## src/rtl/time_set_entry.sv

```systemverilog
// Button-driven BCD time-setting controller feeding the clock core load port.
// Define TIME_SET_DEC_EN to add btn_dec for decrementing the selected field.
module time_set_entry #(
    parameter logic [15:0] DEBOUNCE_CYCLES = 16'd50000,
    parameter logic [31:0] EDIT_TIMEOUT    = 32'd500000000
) (
    input  logic        clk,
    input  logic        rst_n,
    input  logic        btn_mode,
    input  logic        btn_inc,
`ifdef TIME_SET_DEC_EN
    input  logic        btn_dec,
`endif
    input  logic [19:0] time_cur,
    output logic [19:0] time_in,
    output logic        time_ow,
    output logic        edit_active,
    output logic [1:0]  edit_field
);

    typedef enum logic [2:0] {
        IDLE, EDIT_HRS, EDIT_MIN, EDIT_SEC, COMMIT
    } state_t;

`ifdef TIME_SET_DEC_EN
    localparam int NB = 3;
    logic [NB-1:0] btn_raw;
    assign btn_raw = {btn_dec, btn_inc, btn_mode};
`else
    localparam int NB = 2;
    logic [NB-1:0] btn_raw;
    assign btn_raw = {btn_inc, btn_mode};
`endif

    logic [NB-1:0] btn_p;

    // Level counts as pressed only after DEBOUNCE_CYCLES consecutive high samples.
    for (genvar i = 0; i < NB; i++) begin : g_db
        logic        s1_q, s2_q, prev_q, lvl;
        logic [15:0] cnt_q;
        assign lvl = s2_q && (cnt_q == DEBOUNCE_CYCLES - 16'd1);
        assign btn_p[i] = lvl & ~prev_q;
        always_ff @(posedge clk or negedge rst_n) begin
            if (!rst_n) begin
                s1_q   <= 1'b0;
                s2_q   <= 1'b0;
                prev_q <= 1'b0;
                cnt_q  <= '0;
            end else begin
                s1_q   <= btn_raw[i];
                s2_q   <= s1_q;
                prev_q <= lvl;
                if (!s2_q)
                    cnt_q <= '0;
                else if (cnt_q != DEBOUNCE_CYCLES - 16'd1)
                    cnt_q <= cnt_q + 16'd1;
            end
        end
    end

    function automatic logic [19:0] sanitize(input logic [19:0] t);
        logic [19:0] r;
        r = t;
        if (t[17:14] > 4'd9 || t[19:18] > 2'd2 ||
            (t[19:18] == 2'd2 && t[17:14] > 4'd3))
            r[19:14] = '0;
        if (t[13:11] > 3'd5 || t[10:7] > 4'd9)
            r[13:7] = '0;
        if (t[6:4] > 3'd5 || t[3:0] > 4'd9)
            r[6:0] = '0;
        return r;
    endfunction

    function automatic logic [5:0] hrs_inc(input logic [5:0] h);
        if (h[5:4] == 2'd2 && h[3:0] >= 4'd3) return 6'd0;
        if (h[3:0] >= 4'd9) return {h[5:4] + 2'd1, 4'd0};
        return {h[5:4], h[3:0] + 4'd1};
    endfunction

    function automatic logic [6:0] ms_inc(input logic [6:0] m);
        if (m[3:0] >= 4'd9)
            return {(m[6:4] >= 3'd5) ? 3'd0 : m[6:4] + 3'd1, 4'd0};
        return {m[6:4], m[3:0] + 4'd1};
    endfunction

`ifdef TIME_SET_DEC_EN
    function automatic logic [5:0] hrs_dec(input logic [5:0] h);
        if (h == 6'd0) return {2'd2, 4'd3};
        if (h[3:0] == 4'd0) return {h[5:4] - 2'd1, 4'd9};
        return {h[5:4], h[3:0] - 4'd1};
    endfunction

    function automatic logic [6:0] ms_dec(input logic [6:0] m);
        if (m[3:0] == 4'd0)
            return {(m[6:4] == 3'd0) ? 3'd5 : m[6:4] - 3'd1, 4'd9};
        return {m[6:4], m[3:0] - 4'd1};
    endfunction
`endif

    state_t      state_q, state_d;
    logic [19:0] edit_q, edit_d, last_q, last_d, step_v;
    logic [31:0] to_q, to_d;
    logic        ow_d, active_d;
    logic [1:0]  field_d;
    logic        mode_p, inc_go, in_edit, to_hit;

    assign mode_p = btn_p[0];
`ifdef TIME_SET_DEC_EN
    logic dec_go;
    assign inc_go = btn_p[1] & ~mode_p & ~btn_p[2];
    assign dec_go = btn_p[2] & ~mode_p & ~btn_p[1];
`else
    assign inc_go = btn_p[1] & ~mode_p;
`endif

    assign in_edit = (state_q == EDIT_HRS) || (state_q == EDIT_MIN) ||
                     (state_q == EDIT_SEC);
    assign to_hit  = in_edit && (to_q == EDIT_TIMEOUT - 32'd1);
    assign time_in = edit_q;

    always_comb begin
        step_v = edit_q;
        if (inc_go) begin
            unique case (1'b1)
                state_q == EDIT_HRS: step_v[19:14] = hrs_inc(edit_q[19:14]);
                state_q == EDIT_MIN: step_v[13:7]  = ms_inc(edit_q[13:7]);
                state_q == EDIT_SEC: step_v[6:0]   = ms_inc(edit_q[6:0]);
                default: ;
            endcase
        end
`ifdef TIME_SET_DEC_EN
        if (dec_go) begin
            unique case (1'b1)
                state_q == EDIT_HRS: step_v[19:14] = hrs_dec(edit_q[19:14]);
                state_q == EDIT_MIN: step_v[13:7]  = ms_dec(edit_q[13:7]);
                state_q == EDIT_SEC: step_v[6:0]   = ms_dec(edit_q[6:0]);
                default: ;
            endcase
        end
`endif
    end

    always_ff @(posedge clk or negedge rst_n) begin
        if (!rst_n) begin
            state_q     <= IDLE;
            edit_q      <= '0;
            last_q      <= '0;
            to_q        <= '0;
            time_ow     <= 1'b0;
            edit_active <= 1'b0;
            edit_field  <= 2'b00;
        end else begin
            state_q     <= state_d;
            edit_q      <= edit_d;
            last_q      <= last_d;
            to_q        <= to_d;
            time_ow     <= ow_d;
            edit_active <= active_d;
            edit_field  <= field_d;
        end
    end

    always_comb begin
        state_d = state_q;
        edit_d  = edit_q;
        last_d  = last_q;
        unique case (state_q)
            IDLE: begin
                if (mode_p) begin
                    state_d = EDIT_HRS;
                    edit_d  = sanitize(time_cur);
                end
            end
            EDIT_HRS, EDIT_MIN, EDIT_SEC: begin
                if (mode_p) begin
                    state_d = (state_q == EDIT_HRS) ? EDIT_MIN :
                              (state_q == EDIT_MIN) ? EDIT_SEC : COMMIT;
                end else if (to_hit) begin
                    state_d = IDLE;
                    edit_d  = last_q;
                end else begin
                    edit_d = step_v;
                end
            end
            COMMIT: begin
                state_d = IDLE;
                last_d  = edit_q;
            end
            default: state_d = IDLE;
        endcase
        if ((|btn_p) || (state_d != state_q) || !in_edit)
            to_d = '0;
        else
            to_d = to_q + 32'd1;
    end

    always_comb begin
        ow_d     = (state_d == COMMIT);
        active_d = 1'b0;
        field_d  = 2'b00;
        unique case (state_d)
            EDIT_HRS: begin active_d = 1'b1; field_d = 2'b01; end
            EDIT_MIN: begin active_d = 1'b1; field_d = 2'b10; end
            EDIT_SEC: begin active_d = 1'b1; field_d = 2'b11; end
            default: ;
        endcase
    end

endmodule

```

## config.mk

```make
export PLATFORM = sky130hd
export DESIGN_NAME = time_set_entry
export DESIGN_NICKNAME = d
export VERILOG_FILES = /design/src/rtl/time_set_entry.sv
export SDC_FILE = /design/constraint.sdc
export NUM_CORES = 1
export LEC_CHECK = 0
export ABC_AREA = 1
export CORE_MARGIN = 4
export CORE_UTILIZATION = 65
export CTS_BUF_LIST = sky130_fd_sc_hd__clkbuf_2
export CTS_CLUSTER_DIAMETER = 120
export DETAILED_ROUTE_END_ITERATION = 10
export PLACE_DENSITY = 0.87
export SLEW_MARGIN = 20
export SYNTH_ARGS = -nofsm -noshare
export SYNTH_HDL_FRONTEND = slang
export SYNTH_SLANG_ARGS = --single-unit
export TNS_END_PERCENT = 5
```

## constraint.sdc

```tcl
create_clock -name clk -period 3.3 [get_ports clk]
set_clock_uncertainty 0.2 [all_clocks]
set_input_delay 0.825 -clock clk [delete_from_list [all_inputs] [get_ports clk]]
set_output_delay 0.825 -clock clk [all_outputs]
set_load 0.1 [all_outputs]
```

==> impl_metrics.toml <==
[clocking]
cts_tree = "yes"
clkTransAtPathRegs_ps = 160
cts_resized = 0
cts.sinks = 117
holdBufCountCts = 1
postCtsSetupBuffers = 0
cts_buffers = 17
cts_root_buf = "clkbuf_2"
cts_buffer_depth = 2
clk_latency_ps = 730
ctsHtreeMaxLevel = 4

[synthesis]
ys_top_cells_by_area = "dfrtp_1, nand2_1, nand3_1, inv_1, nor2_1"
avgSynthCellArea_sq_um = 7.61
synth-seq-area-share = 0.413
synth_seq_cells = 117
synth_cells = 932
synth_largest_area_cell = "dfrtp_1"
synth_fp_nets = 973
netlist_area_sq_mm = 0.00709
yosys.area.top_type_share = 0.413
yosys_warnings = 0
synth.distinct_cells = 42

[final_layout]
final_common_cell = "nand2_1"
antenna_cells = 0
syn2layout_area_growth_pct = 9.42
stdcell_count = 1132
fin_nets = 1026
final_util = 0.742
fin_area_sq_mm = 0.00776
drive_above_1_share = 0.130
final_cell_mix = "nand2_1, dfrtp_1, inv_1, nand3_1, nor2_1"

[global_route]
grt_max_degree = 49
grt_pass1_vias = 5976
overflow = 0
grt.total_usage = 0.272
grt_pass1_wl_microns = 28100
grt_antenna_before_repair = 0

[worst_setup_path]
critPathSlowestCell = "dfrtp_1"
crit_chain = "buf_4"
crit_type = "flip-flop to primary output"
critPathBufInv = 1
reg2reg_to = "time_in[15]$_DFFE_PN0P_"
r2r_start = "to_q[21]$_DFF_PN0_"
cp_slowest_stage_delay_ps = 520
rrSetupSlack_ps = 720
endpoint = "time_in[0]"
cp.depth = 1
critPathLaunchType = "flip-flop"
worst_setup_path_end_kind = "primary output"
cp-startpoint = "time_in[0]$_DFFE_PN0P_"
worstPathRequired_ps = 2270
worstPathMaxFanout = 7
r2r_cells = 11
critPathTopFamily = "flip-flops"
crit_arrival_ps = 1580

[pwr]
combPwrFrac = 0.048
p_clk_frac = 0.309
total_power_mw = 2.26
ir_drop_mv = 0.247
seq_power_share = 0.643
p_int_mw = 1.67
power.density_mw_per_mm2 = 292
p_sw_mw = 0.592
swShare = 0.261
p_leak_nw = 3.71

[sta]
finalCriticalPeriod_ps = 2610
post-route-period-util = 0.790
setup_slack_ps = 694
fin_hold_ws_ps = 165
max_freq_ghz = 0.384
max-slew-margin-rel = 0.538
worst_pin_slew_ps = 692
fin_tns_setup_ps = 0
setup_viol = 0
rsz0062_at_grt = "no"
drv_slew = 0
hold_violations = 0

[floorplan]
rows = 37
core_sq_mm = 0.0105
initial_core_util = 0.678
die-area_sq_mm = 0.0126
ios = 48
dieWidth_microns = 112
die_h_microns = 112

[routing]
wl_microns = 16200
drt_iter0_markers = 555
ant_nets = 0
vias = 6333
wl_per_cell_microns = 14.3
firstDrtPassIters = 5
vias_per_cell = 5.59
drc_errors = 0

[run]
maxCapViolCount = 0

[hold_path]
hp-class = "flip-flop to flip-flop"

[status]
status = "complete, no violations"

[placed_design]
pre_cts_ws_ps = 768
placed_area_sq_mm = 0.00761
routabilityCongestion = 0.943
dp_hpwl_microns = 11900
dp_cells = 1101
io_buffer_count = 47
## cell usage after synthesis (all sizes together)
cell type / count
nand2: 254
nor2: 135
dfrtp: 117
inv: 101
nand3: 99
o21ai: 39
nand4: 31
xor2: 30
a21oi: 26
nor3: 25
ha: 17
buf: 15
xnor2: 8
clkbuf: 5
nor4: 5
mux2: 3
o21a: 3
a211oi: 2
a31oi: 2
and2: 2
nand3b: 2
o211ai: 2
o21bai: 2
or2: 2
and3: 1
clkinv: 1
nor3b: 1
o31ai: 1
o32ai: 1
## power by group through the flow
| stage | sequential [mW] | clock, mW | combinational (mW) |
|---|---|---|---|
| floorplan | 1.48 | 0 | 0.0378 |
| global placement | 1.48 | 0 | 0.106 |
| detailed placement | 1.48 | 0 | 0.108 |
| CTS | 1.46 | 0.722 | 0.110 |
| global route | 1.46 | 0.782 | 0.123 |
| finish | 1.45 | 0.700 | 0.108 |
## layer usage
metal  track usage  part of all wire  vias up
met5             0                 0        -
met4        0.0889             0.021        0
met3        0.0679             0.076       38
met2         0.406              0.45      226
met1         0.391              0.45     2938
li1              -                 -     3131
## logic make-up (layout without fill, tap and decap cells)
| family | Yosys count | after routing | share of synthesized area |
|---|---|---|---|
| AND/OR/NAND/NOR | 557 | 557 | 0.371 |
| buffers and inverters | 122 | 186 | 0.0732 |
| flip-flops | 117 | 117 | 0.413 |
| AO/OA/AOI/OAI | 78 | 78 | 0.0619 |
| XOR/XNOR | 38 | 38 | 0.0469 |
| adder cells (fa/ha/maj) | 17 | 17 | 0.0300 |
| multiplexers | 3 | 3 | 0.00476 |
## how the worst min path moves through the flow
stage,from,endpoint,cells after the start
final,g_db[1].s1_q$_DFF_PN0_,g_db[1].s2_q$_DFF_PN0_,0
after global routing,g_db[0].s1_q$_DFF_PN0_,g_db[0].s2_q$_DFF_PN0_,0
after CTS,g_db[0].s1_q$_DFF_PN0_,g_db[0].s2_q$_DFF_PN0_,0
after detailed placement,g_db[1].s1_q$_DFF_PN0_,g_db[1].s2_q$_DFF_PN0_,0
after global placement,g_db[0].s1_q$_DFF_PN0_,g_db[0].s2_q$_DFF_PN0_,0
after floorplan,g_db[0].s1_q$_DFF_PN0_,g_db[0].s2_q$_DFF_PN0_,0
## layout make-up
| cell class | count | area (sq um) |
|---|---|---|
| Sequential cell | 117 | 2930 |
| Inverter | 102 | 384 |
| Multi-Input combinational cell | 693 | 3650 |
| Tap cell | 136 | 170 |
| Clock buffer | 21 | 105 |
| Fill cell | 855 | 2700 |
| Clock inverter | 9 | 40.0 |
| Timing Repair Buffer | 54 | 488 |
## registers in the layout, summed over array words and instances (netlist names)
register,flops
to_q,32
state_q,3
edit_field,2
time_in,20
g_db.s2_q,2
g_db.s1_q,2
g_db.cnt_q,32
time_ow,1
last_q,20
edit_active,1
g_db.prev_q,2
No activity file was read; power rests on OpenSTA's default activity.
